$ cat config.mk
export PLATFORM = sky130hd
export DESIGN_NAME = moesif_coherence_bus_controller
export DESIGN_NICKNAME = d
export VERILOG_FILES = /design/src/rtl/moesif_bus_pkg.sv /design/src/rtl/moesif_coherence_bus_controller_arbiter.sv /design/src/rtl/moesif_coherence_bus_controller.sv
export SDC_FILE = /design/constraint.sdc
export NUM_CORES = 1
export LEC_CHECK = 0
export CAP_MARGIN = 40
export CELL_PAD_IN_SITES_DETAIL_PLACEMENT = 1
export CELL_PAD_IN_SITES_GLOBAL_PLACEMENT = 1
export CORE_ASPECT_RATIO = 1.4
export CORE_MARGIN = 2
export CORE_UTILIZATION = 33
export DETAILED_ROUTE_END_ITERATION = 7
export PLACE_DENSITY_LB_ADDON = 0.1
export RECOVER_POWER = 50
export REMOVE_ABC_BUFFERS = 1
export SYNTH_ARGS = -nofsm -noshare
export SYNTH_HDL_FRONTEND = slang
export SYNTH_SLANG_ARGS = --single-unit
$ cat constraint.sdc
create_clock -name clock -period 5.85 [get_ports clock]
set_input_delay 1.755 -clock clock [delete_from_list [all_inputs] [get_ports clock]]
set_output_delay 1.755 -clock clock [all_outputs]
set_load 0.1 [all_outputs]
$ cat src/rtl/moesif_bus_pkg.sv
// moesif_bus_pkg: shared command, state and arbitration definitions for the MOESIF bus controller
package moesif_bus_pkg;

    typedef enum logic [1:0] {
        CMD_READ           = 2'd0,
        CMD_READ_EXCLUSIVE = 2'd1,
        CMD_INVALIDATE     = 2'd2,
        CMD_WRITEBACK      = 2'd3
    } busCommandType;

    typedef enum logic [2:0] {
        IDLE,
        SNOOP,
        INTERVENE,
        RAM_READ,
        RAM_WRITE,
        COMPLETE
    } busStateType;

    localparam int ARB_ROUND_ROBIN    = 0;
    localparam int ARB_FIXED_PRIORITY = 1;

endpackage

$ cat src/rtl/moesif_coherence_bus_controller_arbiter.sv
// moesif_bus_arbiter: combinational winner select, round-robin from pointer or fixed lowest-index
module moesif_bus_arbiter
    import moesif_bus_pkg::*;
#(
    parameter int NUMBER_OF_DEVICES = 4,
    parameter int INDEX_WIDTH       = $clog2(NUMBER_OF_DEVICES)
) (
    input  logic [NUMBER_OF_DEVICES-1:0] requests,
    input  logic [INDEX_WIDTH-1:0]       pointer,
    input  logic                         fixedPriority,
    output logic [NUMBER_OF_DEVICES-1:0] winnerOneHot,
    output logic [INDEX_WIDTH-1:0]       winnerIndex,
    output logic                         anyRequest
);

    logic [INDEX_WIDTH-1:0] candidate;
    logic                   found;

    always_comb begin
        winnerIndex = '0;
        candidate = '0;
        found = 1'b0;
        for (int i = 0; i < NUMBER_OF_DEVICES; i++) begin
            candidate = fixedPriority ? INDEX_WIDTH'(i)
                                      : INDEX_WIDTH'((int'(pointer) + i) % NUMBER_OF_DEVICES);
            if (!found && requests[candidate]) begin
                found = 1'b1;
                winnerIndex = candidate;
            end
        end
        winnerOneHot = found ? NUMBER_OF_DEVICES'(1) << winnerIndex : '0;
        anyRequest = found;
    end

endmodule

$ cat src/rtl/moesif_coherence_bus_controller.sv
// moesif_coherence_bus_controller: sequenced arbitration, snoop accumulation, intervention and RAM access
module moesif_coherence_bus_controller
    import moesif_bus_pkg::*;
#(
    parameter int NUMBER_OF_DEVICES = 4,
    parameter int ADDRESS_WIDTH     = 16,
    parameter int DATA_WIDTH        = 16,
    parameter int SNOOP_WINDOW      = 2,
    parameter int ARBITRATION_MODE  = 0
) (
    input  logic                                   clock,
    input  logic                                   reset,
    input  logic [NUMBER_OF_DEVICES-1:0]           requests,
    input  logic [2*NUMBER_OF_DEVICES-1:0]         commands,
    input  logic [NUMBER_OF_DEVICES*ADDRESS_WIDTH-1:0] addresses,
    input  logic [NUMBER_OF_DEVICES*DATA_WIDTH-1:0]    writeData,
    output logic [NUMBER_OF_DEVICES-1:0]           grants,
    output logic [NUMBER_OF_DEVICES-1:0]           done,
    output logic [DATA_WIDTH-1:0]                  readData,
    output logic                                   snoopValid,
    output logic [1:0]                             snoopCommand,
    output logic [ADDRESS_WIDTH-1:0]               snoopAddress,
    input  logic [NUMBER_OF_DEVICES-1:0]           sharedOuts,
    input  logic [NUMBER_OF_DEVICES-1:0]           ownedOuts,
    input  logic [NUMBER_OF_DEVICES*DATA_WIDTH-1:0]    ownerData,
    output logic                                   sharedIn,
    output logic                                   ownedIn,
    output logic                                   protocolError,
    output logic                                   ramRead,
    output logic                                   ramWrite,
    output logic [ADDRESS_WIDTH-1:0]               ramAddress,
    output logic [DATA_WIDTH-1:0]                  ramWriteData,
    input  logic [DATA_WIDTH-1:0]                  ramReadData,
    input  logic                                   ramFunctionComplete
);

    localparam int IW = $clog2(NUMBER_OF_DEVICES);
    localparam int CW = $clog2(SNOOP_WINDOW + 1);

    busStateType                  state;
    busCommandType                command;
    logic [IW-1:0]                pointer;
    logic [IW-1:0]                winner;
    logic [IW-1:0]                arbIndex;
    logic [IW-1:0]                ownerIndex;
    logic [IW-1:0]                lowOwner;
    logic [NUMBER_OF_DEVICES-1:0] arbOneHot;
    logic [NUMBER_OF_DEVICES-1:0] maskedShared;
    logic [NUMBER_OF_DEVICES-1:0] maskedOwned;
    logic [NUMBER_OF_DEVICES-1:0] ownedSeen;
    logic                         anyRequest;
    logic                         ownerFound;
    logic                         newOwner;
    logic                         hasOwner;
    logic                         lastSnoop;
    logic [CW-1:0]                snoopCount;
    logic [DATA_WIDTH-1:0]        ownerCapture;
    logic [DATA_WIDTH-1:0]        lowOwnerData;
    logic [DATA_WIDTH-1:0]        writeLatch;

    moesif_bus_arbiter #(
        .NUMBER_OF_DEVICES(NUMBER_OF_DEVICES),
        .INDEX_WIDTH(IW)
    ) arbiter (
        .requests(requests),
        .pointer(pointer),
        .fixedPriority(ARBITRATION_MODE == ARB_FIXED_PRIORITY),
        .winnerOneHot(arbOneHot),
        .winnerIndex(arbIndex),
        .anyRequest(anyRequest)
    );

    // The requester never snoops itself, so its own response bits are masked out.
    always_comb begin
        maskedShared = sharedOuts & ~grants;
        maskedOwned = ownedOuts & ~grants;
        lowOwner = '0;
        for (int i = NUMBER_OF_DEVICES - 1; i >= 0; i--)
            if (maskedOwned[i]) lowOwner = IW'(i);
        lowOwnerData = ownerData[lowOwner*DATA_WIDTH +: DATA_WIDTH];
        newOwner = |maskedOwned && (!ownerFound || lowOwner < ownerIndex);
        hasOwner = ownerFound || |maskedOwned;
        lastSnoop = snoopCount == CW'(SNOOP_WINDOW - 1);
    end

    always_ff @(posedge clock) begin
        if (reset) begin
            state <= IDLE;
            command <= CMD_READ;
            pointer <= '0;
            winner <= '0;
            ownerIndex <= '0;
            ownerFound <= 1'b0;
            ownedSeen <= '0;
            snoopCount <= '0;
            ownerCapture <= '0;
            writeLatch <= '0;
            grants <= '0;
            done <= '0;
            readData <= '0;
            snoopValid <= 1'b0;
            snoopCommand <= '0;
            snoopAddress <= '0;
            sharedIn <= 1'b0;
            ownedIn <= 1'b0;
            protocolError <= 1'b0;
            ramRead <= 1'b0;
            ramWrite <= 1'b0;
            ramAddress <= '0;
            ramWriteData <= '0;
        end else begin
            case (state)
                IDLE: if (anyRequest) begin
                    grants <= arbOneHot;
                    winner <= arbIndex;
                    command <= busCommandType'(commands[arbIndex*2 +: 2]);
                    snoopCommand <= commands[arbIndex*2 +: 2];
                    snoopAddress <= addresses[arbIndex*ADDRESS_WIDTH +: ADDRESS_WIDTH];
                    writeLatch <= writeData[arbIndex*DATA_WIDTH +: DATA_WIDTH];
                    snoopValid <= 1'b1;
                    snoopCount <= '0;
                    ownerFound <= 1'b0;
                    ownedSeen <= '0;
                    state <= SNOOP;
                end
                SNOOP: begin
                    sharedIn <= sharedIn | (|maskedShared);
                    ownedIn <= ownedIn | (|maskedOwned);
                    ownedSeen <= ownedSeen | maskedOwned;
                    if ($countones(ownedSeen | maskedOwned) > 1) protocolError <= 1'b1;
                    if (newOwner) begin
                        ownerFound <= 1'b1;
                        ownerIndex <= lowOwner;
                        ownerCapture <= lowOwnerData;
                    end
                    snoopCount <= snoopCount + CW'(1);
                    if (lastSnoop) begin
                        snoopValid <= 1'b0;
                        if (command == CMD_WRITEBACK) begin
                            ramWrite <= 1'b1;
                            ramAddress <= snoopAddress;
                            ramWriteData <= writeLatch;
                            state <= RAM_WRITE;
                        end else if (command == CMD_INVALIDATE) begin
                            done <= grants;
                            state <= COMPLETE;
                        end else if (hasOwner) begin
                            state <= INTERVENE;
                        end else begin
                            ramRead <= 1'b1;
                            ramAddress <= snoopAddress;
                            state <= RAM_READ;
                        end
                    end
                end
                INTERVENE: begin
                    readData <= ownerCapture;
                    done <= grants;
                    state <= COMPLETE;
                end
                RAM_READ: if (ramFunctionComplete) begin
                    ramRead <= 1'b0;
                    readData <= ramReadData;
                    done <= grants;
                    state <= COMPLETE;
                end
                RAM_WRITE: if (ramFunctionComplete) begin
                    ramWrite <= 1'b0;
                    done <= grants;
                    state <= COMPLETE;
                end
                COMPLETE: begin
                    done <= '0;
                    grants <= '0;
                    sharedIn <= 1'b0;
                    ownedIn <= 1'b0;
                    pointer <= (winner == IW'(NUMBER_OF_DEVICES - 1)) ? '0 : winner + IW'(1);
                    state <= IDLE;
                end
                default: state <= IDLE;
            endcase
        end
    end

endmodule

==> metrics.cfg, run 1 <==
[synth]
synthCells = 777
ys_ff_latch = 128
synth_area_mm2 = 0.00691
synth-edff-count = 0
yosys-top-cells-area = dfxtp_1 (37%), a211oi_2 (8.9%), mux2i_1 (7.1%), a21oi_1 (4.5%), nor3b_1 (3.7%)
async_flop_share_pct = 0
synth_area_per_cell_um2 = 8.90
ys_types = 58
synth_flop_cell = dfxtp_1
yosys_warnings = 0
yosysTopAreaCellShare_pct = 37.1
seq_area_frac_synth_pct = 37.1
synth_top_cell_by_area = dfxtp_1

[global_routing]
grt_overflow = 0
first_global_vias = 8373
grt_max_degree = 70
grtUsageTotal_pct = 26.4
grt_pass1_wl_um = 46100
antenna_found_initial = 0

[clocking]
cts_htree_levels = 4
cts_tree = done
postCtsSetupBuffers = 0
cts-hold-fix-buffers = 0
cts_buffers = 17
clkTransAtPathRegs_ns = 0.06
cts_resized = 0
clock_sink_count = 128
cts_root_buf = clkbuf_16
clkLatencyLatePin_ns = 0.42
clock_path_buffers = 2

[timing]
max_freq_mhz = 207
tightestPinTransition_ns = 2.38
maxSlewHeadroom_pct = -58.6
rsz0062_at_grt = no
fin_crit_ns = 4.82
fin_crit_sh_pct = 82.5
hold_violations = 0
setup_viol = 0
drv_slew = 52
skew_ns = 0.0125

[drt]
avgViaCountPerCell = 5.37
num_vias = 7533
drt-initial-drc-count = 334
antenna_left = 0
routedWlPerCell_um = 20.9
first_pass_iters = 4
routed_wl_um = 29300
post-route-drc-count = 0

[cells_and_area]
area_growth_pct = 79.3
final_cell_mix = clkdlybuf4s50_1 (264), dfxtp_1 (128), nand2_1 (67)
diodes = 0
nets = 1369
multi_input_area_mm2 = 0.00396
stdcell_count = 1403
drive_above_1_share_pct = 16.0
regArea_mm2 = 0.00256
mostFrequentLayoutCell = clkdlybuf4s50_1
num-fill-cells = 2216

[power_and_ir_drop]
finalPower_mw = 4.56
powerDensity_mw_per_mm2 = 368
ir_drop_v = 0.000242
p_leak_nw = 4.66

[setup_path]
r2r_start = grants[0]
critPathMaxFanout = 69
cp.required_ns = 6.10
worstSetupEndpointType = flop
cp-start-kind = input pin
path_class = in2reg
r2r-end = ownerCapture[9]
worstPathArrival_ns = 5.08
worstRegToRegCells = 9
r2r_slack_ns = 2.37

[floorplan]
core_mm2 = 0.0206
dieArea_mm2 = 0.0221
num_io_pins = 311
initial_core_util_pct = 33.6
die_x_um = 126
die_y_um = 175
fp-row-count = 62

[worst_hold_path]
hold_start = done[2]
holdCritPathClass = reg2reg
min_to = done[2]
whs_path_depth = 2

[job]
drv_cap = 1

[placed_design]
io_buffers = 310
place_inst = 1371
gp_congestion = 0.783
dp_hpwl_um = 21600

[status]
status = finished, violations left
violations = max-capacitance violations, max-slew violations

[where the power goes]
group | leakage, nW | internal, mW | switching, mW
Clock | 0.285 | 0.649 | 0.413
Sequential | 1.05 | 1.06 | 0.160
Combinational | 3.32 | 0.889 | 1.39
Total | 4.66 | 2.60 | 1.96
[final cells by class]
cell class	count	area share [%]
inverters	25	0.757
multi-input cells	558	31.9
flip-flops and latches	128	20.7
clock buffers	19	3.65
repair buffers	404	39.3
well taps	256	2.58
clock inverters	13	1.11
[worst max-delay path by stage]
| stage | from | slack, ns | endpoint |
|---|---|---|---|
| floorplan | requests[2] | -0.01 | command[0] |
| global route | ownedOuts[0] | 0.78 | ownerCapture[3] |
| finish | reset | 1.03 | snoopAddress[1] |
| global placement | ownedOuts[0] | 0.80 | ownerCapture[14] |
| detailed placement | ownedOuts[0] | 0.69 | ownerCapture[9] |
| CTS | ownedOuts[0] | 1.10 | ownerCapture[9] |
[sequential cells by signal, indices dropped and copies added (netlist names), 3 cells and up]
signal / flops
snoopAddress: 16
ramAddress: 16
readData: 16
state: 3
writeLatch: 16
ownerCapture: 16
ownedSeen: 4
grants: 4
done: 4
ramWriteData: 16
[synth_stat cells, types with 3 or more instances]
master	count
mux2_2	13
buf_4	3
a21boi_1	3
nor2b_1	10
dfxtp_1	128
a311oi_1	16
nand2b_1	10
nor2_1	42
o32ai_1	3
nor3b_1	34
a31oi_1	4
o21ai_1	10
o21ai_0	31
inv_1	24
nand3b_1	4
nand3_1	33
a22oi_1	4
clkbuf_1	36
buf_6	4
nand2_1	67
o21a_1	3
o221ai_1	14
nor3_1	6
ha_1	3
o21bai_1	34
a21oi_1	62
buf_2	21
a211oi_1	22
a211oi_2	49
or3_1	3
mux2i_1	49
[critical path, cell delays in order]
cell and delay (ns):
clkbuf_1 1.65, clkbuf_2 1.26, o21bai_1 0.26, a211oi_1 0.07
[logic make-up after synthesis]
group                      Yosys count  share of synthesized area, %
AOI/OAI and AO/OA                  272                          30.4
and+or+nand+nor                    220                          16.4
DFF                                128                          37.1
buffers and inverters               91                          6.08
muxes                               62                          9.21
adders and majority gates            4                         0.832
[routing by layer]
layer	up-vias	share of wire [%]	GRT usage [%]
met5	-	0	0
met4	0	2.3	7.88
met3	47	5.2	5.57
met2	248	55	51.3
met1	3659	38	28.2
li1	3579	-	-
[metrics by stage]
stage               utilization, %  cell area [um^2]  setup TNS (ns)  hold slack [ns]  setup slack (ns)
detailed placement            58.5             12000               0            0.451             0.686
floorplan                        -              6590          -0.419            0.426           -0.0144
global placement              49.2             10100               0            0.440             0.801
CTS                           61.4             12600               0            0.461              1.10
global route                  60.3             12400               0            0.479             0.782
finish                        60.3             12400               0            0.455              1.03
Power figures use the tool's default switching activity.
==> run 2, diff against run 1 <==
--- a/config.mk
+++ b/config.mk
@@ -10,7 +10,7 @@
 export CELL_PAD_IN_SITES_GLOBAL_PLACEMENT = 1
 export CORE_ASPECT_RATIO = 1.4
 export CORE_MARGIN = 2
-export CORE_UTILIZATION = 33
+export CORE_UTILIZATION = 30
 export DETAILED_ROUTE_END_ITERATION = 7
 export PLACE_DENSITY_LB_ADDON = 0.1
 export RECOVER_POWER = 50
==> constraint.sdc (replaced) <==
create_clock -name clock -period 4.5 [get_ports clock]
set_input_delay 1.35 -clock clock [delete_from_list [all_inputs] [get_ports clock]]
set_output_delay 1.35 -clock clock [all_outputs]
set_load 0.1 [all_outputs]
==> run 2 against run 1 <==
Against the previous run:
- global-route usage is 2.7 points lower
- critical endpoint is now ownerCapture[13]
- the flow now finishes without violations
- via count down 0.48%
- first-iteration DRC count decreased by 6.0%
- final cell count grew 3.6%
- sequential power is 30% higher
==> metrics.cfg, run 2 (synthesized netlist as in run 1, its figures left out) <==
[status]
status = completed

[drt]
drt-initial-drc-count = 314
first_pass_iters = 4
routedWlPerCell_um = 19.8
wl_met3_um = 1410
post-route-drc-count = 0
wl_met2_um = 15500
num_vias = 7497
routed_wl_um = 28800
highest_layer = met4
avgViaCountPerCell = 5.16
antenna_left = 0
drt-met1-wl_um = 11500

[placed_design]
gp_congestion = 0.767
io_buffers = 310
place_area_mm2 = 0.0121
dp_slack_ns = 0.364
place_inst = 1421
dp_hpwl_um = 21400

[floorplan]
num_io_pins = 311
fp-row-count = 65
initial_core_util_pct = 30.6
core_mm2 = 0.0226
die_x_um = 132
dieArea_mm2 = 0.0243
die_y_um = 184

[cells_and_area]
stdcell_count = 1454
final_util_pct = 55.1
multi_input_area_mm2 = 0.00394
area_growth_pct = 80.2
fin_area_mm2 = 0.0125
drive_above_1_share_pct = 15.5
regArea_mm2 = 0.00256
nets = 1374
num-fill-cells = 2569
mostFrequentLayoutCell = clkdlybuf4s50_1
final_cell_mix = clkdlybuf4s50_1 (266), dfxtp_1 (128), nand2_1 (67)

[clocking]
cts-hold-fix-buffers = 0
clock_path_buffers = 2
cts_tree = done
clock_sink_count = 128
clkTransAtPathRegs_ns = 0.06
cts_root_buf = clkbuf_16
cts_resized = 0
cts_buffers = 17
clkLatencyLatePin_ns = 0.41
cts_htree_levels = 4
postCtsSetupBuffers = 0

[setup_path]
critPathMaxFanout = 13
crit_top_cell = nor2b_1
slowest_stage = dlygate4sd3_1
crit_buf_inv = 2
critical-path-max-stage-delay_ns = 0.56
cp-start-kind = input pin
worstPathArrival_ns = 4.09
path_class = in2reg
worstPathCellList = dlygate4sd3_1, nor2b_1, o211ai_1, inv_1, ha_1, nor2b_1, o21ai_0, o211a_1, nand3b_1, o221ai_1
r2r_slack_ns = 0.76
worstSetupEndpointType = flop
cpLargestDelayFamily = compound AO/OA/AOI/OAI gates
cp.required_ns = 4.82

[power_and_ir_drop]
powerDensity_mw_per_mm2 = 473
p_leak_nw = 4.65
ir_drop_v = 0.000337
finalPower_mw = 5.90

[timing]
setup_viol = 0
maxSlewHeadroom_pct = 15.3
tightestPinTransition_ns = 1.27
hold_ws_ns = 0.455
layout_setup_ws_ns = 0.730
fin_crit_ns = 3.77
drv_slew = 0
setup_tns_ns = 0
rsz0062_at_grt = no
skew_ns = 0.00857
fin_crit_sh_pct = 83.8
max_freq_mhz = 265
hold_violations = 0

[global_routing]
grtUsageTotal_pct = 23.7
first_global_vias = 8202
grt_max_degree = 71
antenna_found_initial = 0
grt_pass1_wl_um = 45500
grt_overflow = 0

[worst_hold_path]
holdCritPathClass = reg2reg

[job]
drv_cap = 0

[run 2: cell count changes in the layout (fill, tap and decap cells not counted), sizes merged]
| cell | before | now |
|---|---|---|
| buf | 73 | 75 |
| bufinv | 2 | 3 |
| clkbuf | 41 | 46 |
| clkdlybuf4s50 | 264 | 266 |
| clkinvlp | 3 | 1 |
| diode | 0 | 1 |
| dlygate4sd3 | 45 | 43 |
| inv | 25 | 24 |
[run 2: area by class of cell]
class                   count  area share (%)
diodes                      1          0.0201
clock buffers              21            3.54
clock inverters            11            1.12
inverters                  25           0.753
multi-input cells         558            31.6
flip-flops and latches    128            20.6
well taps                 301            3.02
repair buffers            409            39.3
[run 2: power by group]
| part | total (mW) | internal (mW) | switching, mW |
|---|---|---|---|
| Sequential | 1.58 | 1.38 | 0.198 |
| Clock | 1.37 | 0.868 | 0.506 |
| Combinational | 2.94 | 1.15 | 1.79 |
[run 2: final timing paths]
| path | cells past startpoint | start | endpoint |
|---|---|---|---|
| setup / recovery | 10 | ownedOuts[3] | ownerCapture[13] |
| hold reg to reg | 2 | writeLatch[9] | ramWriteData[9] |
| setup reg to reg | 6 | state[0] | ramWriteData[5] |
| hold / removal | 2 | writeLatch[9] | ramWriteData[9] |
[run 2: layer usage]
| metal | vias to the layer above | GRT usage, % |
|---|---|---|
| met4 | 0 | 6.49 |
| li1 | 3581 | - |
| met3 | 35 | 5.27 |
| met1 | 3648 | 26.3 |
| met5 | - | 0 |
| met2 | 233 | 45.0 |
[run 2: tightest hold or removal path: stages (launching register included)]
cell and delay [ns]:
dfxtp_1 0.31, nand2_1 0.05, a21oi_1 0.05
==> run 3, diff against run 2 <==
--- a/config.mk
+++ b/config.mk
@@ -10,7 +10,7 @@
 export CELL_PAD_IN_SITES_GLOBAL_PLACEMENT = 1
 export CORE_ASPECT_RATIO = 1.4
 export CORE_MARGIN = 2
-export CORE_UTILIZATION = 30
+export CORE_UTILIZATION = 27
 export DETAILED_ROUTE_END_ITERATION = 7
 export PLACE_DENSITY_LB_ADDON = 0.1
 export RECOVER_POWER = 50
==> constraint.sdc (replaced) <==
create_clock -name clock -period 3.46 [get_ports clock]
set_input_delay 1.038 -clock clock [delete_from_list [all_inputs] [get_ports clock]]
set_output_delay 1.038 -clock clock [all_outputs]
set_load 0.1 [all_outputs]
==> run 3 against run 2 <==
Against the previous run:
- wire length down 9.0%
- total power up 16%
- critical path type unchanged
- final cell count down 3.7%
- largest power group unchanged
- worst hold slack worse by 0.00087 ns
- first-iteration DRC count down 20%
- die area up 11%
- critical endpoint is now snoopAddress[6]
==> metrics.cfg, run 3 (synthesized netlist as in run 1, its figures left out) <==
[timing]
fin_crit_sh_pct = 87.8
drv_slew = 0
maxSlewHeadroom_pct = 9.89
rsz0062_at_grt = no
setup_viol = 0
layout_setup_ws_ns = 0.421
max_freq_mhz = 329
tightestPinTransition_ns = 1.35
hold_ws_ns = 0.454
setup_tns_ns = 0
hold_violations = 0
skew_ns = 0.00822
fin_crit_ns = 3.04

[clocking]
cts_htree_levels = 4
cts-hold-fix-buffers = 0
clkTransAtPathRegs_ns = 0.06
cts_root_buf = clkbuf_16
clkLatencyLatePin_ns = 0.42
cts_resized = 0
clock_sink_count = 128
cts_tree = done
clock_path_buffers = 2
cts_buffers = 17
postCtsSetupBuffers = 0

[cells_and_area]
area_growth_pct = 50.7
final_cell_mix = clkdlybuf4s50_1 (225), dfxtp_1 (128), clkbuf_1 (85)
nets = 1305
regArea_mm2 = 0.00256
multi_input_area_mm2 = 0.00395
num-fill-cells = 2992
final_util_pct = 41.2
mostFrequentLayoutCell = clkdlybuf4s50_1
stdcell_count = 1400
diodes = 0
drive_above_1_share_pct = 12.1

[worst_hold_path]
min_to = done[0]
hold_start = done[0]
whs_path_depth = 2
holdCritPathClass = reg2reg

[setup_path]
r2r_start = state[0]
worstPathArrival_ns = 3.34
critical-path-max-stage-delay_ns = 0.62
cpLargestDelayFamily = buffers and inverters
slowest_stage = dlygate4sd3_1
r2r-end = ramWrite
cp-start-kind = input pin
r2r_slack_ns = 0.60
worstPathCellList = dlygate4sd3_1, nor4_1, clkbuf_1, nor2b_1, clkbuf_2, o21bai_1, a211oi_2
path_class = in2reg
worstSetupEndpointType = flop
critPathMaxFanout = 37
crit_buf_inv = 3
worstRegToRegCells = 6
cp.required_ns = 3.76

[drt]
routedWlPerCell_um = 18.7
routed_wl_um = 26200
drt-initial-drc-count = 251
num_vias = 7055
antenna_left = 0
first_pass_iters = 4
avgViaCountPerCell = 5.04
post-route-drc-count = 0

[floorplan]
initial_core_util_pct = 27.3
core_mm2 = 0.0253
fp-row-count = 69
die_x_um = 139
dieArea_mm2 = 0.0269
die_y_um = 193
num_io_pins = 311

[placed_design]
gp_congestion = 0.709
dp_slack_ns = 0.0403
dp_hpwl_um = 19300
io_buffers = 310
place_inst = 1370

[global_routing]
grt_overflow = 0
grt_max_degree = 56
antenna_found_initial = 0
first_global_vias = 7382
grtUsageTotal_pct = 19.5
grt_pass1_wl_um = 42000

[power_and_ir_drop]
p_leak_nw = 3.70
powerDensity_mw_per_mm2 = 656
ir_drop_v = 0.000357

[job]
drv_cap = 0

[status]
status = completed

-- run 3: power by group --
| group | total, mW | leakage, nW | internal (mW) | switching (mW) |
|---|---|---|---|---|
| Clock | 1.64 | 0.268 | 0.995 | 0.648 |
| Combinational | 3.13 | 2.39 | 0.949 | 2.18 |
| Sequential | 2.06 | 1.05 | 1.80 | 0.262 |
| Total | 6.84 | 3.70 | 3.74 | 3.09 |
-- run 3: worst min-delay path, delay by kind of cell, from the launching register on --
| family | cells | cell delay (ns) |
|---|---|---|
| AO/OA/AOI/OAI | 1 | 0.05 |
| flip-flops | 1 | 0.30 |
| AND/OR/NAND/NOR | 1 | 0.05 |
-- run 3: worst max path at each step --
stage	from	endpoint	cells past startpoint
3_3_place_gp	ownedOuts[3]	ownerCapture[14]	11
2_1_floorplan	requests[2]	command[0]	5
3_5_place_dp	ownedOuts[3]	ownerCapture[4]	11
5_1_grt	requests[3]	writeLatch[4]	7
6_report	requests[3]	snoopAddress[6]	7
4_1_cts	ownedOuts[3]	ownerCapture[4]	11
-- run 3: area by class of cell --
cell class | count | share of cell area [%]
clock buffer | 24 | 4.81
clock inverter | 6 | 0.312
inverter | 25 | 0.900
multi-input combinational | 558 | 37.9
sequential | 128 | 24.6
tap | 319 | 3.83
timing repair buffer | 340 | 27.7
-- run 3: layer usage --
| layer | track usage [%] | vias up | routed length [um] |
|---|---|---|---|
| met1 | 23.8 | 3370 | 11600 |
| met5 | 0 | - | 0 |
| met4 | 5.16 | 0 | 331 |
| met3 | 5.15 | 21 | 1430 |
| met2 | 33.8 | 210 | 12900 |
| li1 | - | 3454 | - |
-- run 3: per-stage QoR --
stage	total power [mW]	instance area, um^2
floorplan	4.23	6590
global placement	5.37	10200
detailed placement	5.40	10200
CTS	7.09	10700
global route	7.26	10400
finish	6.84	10400
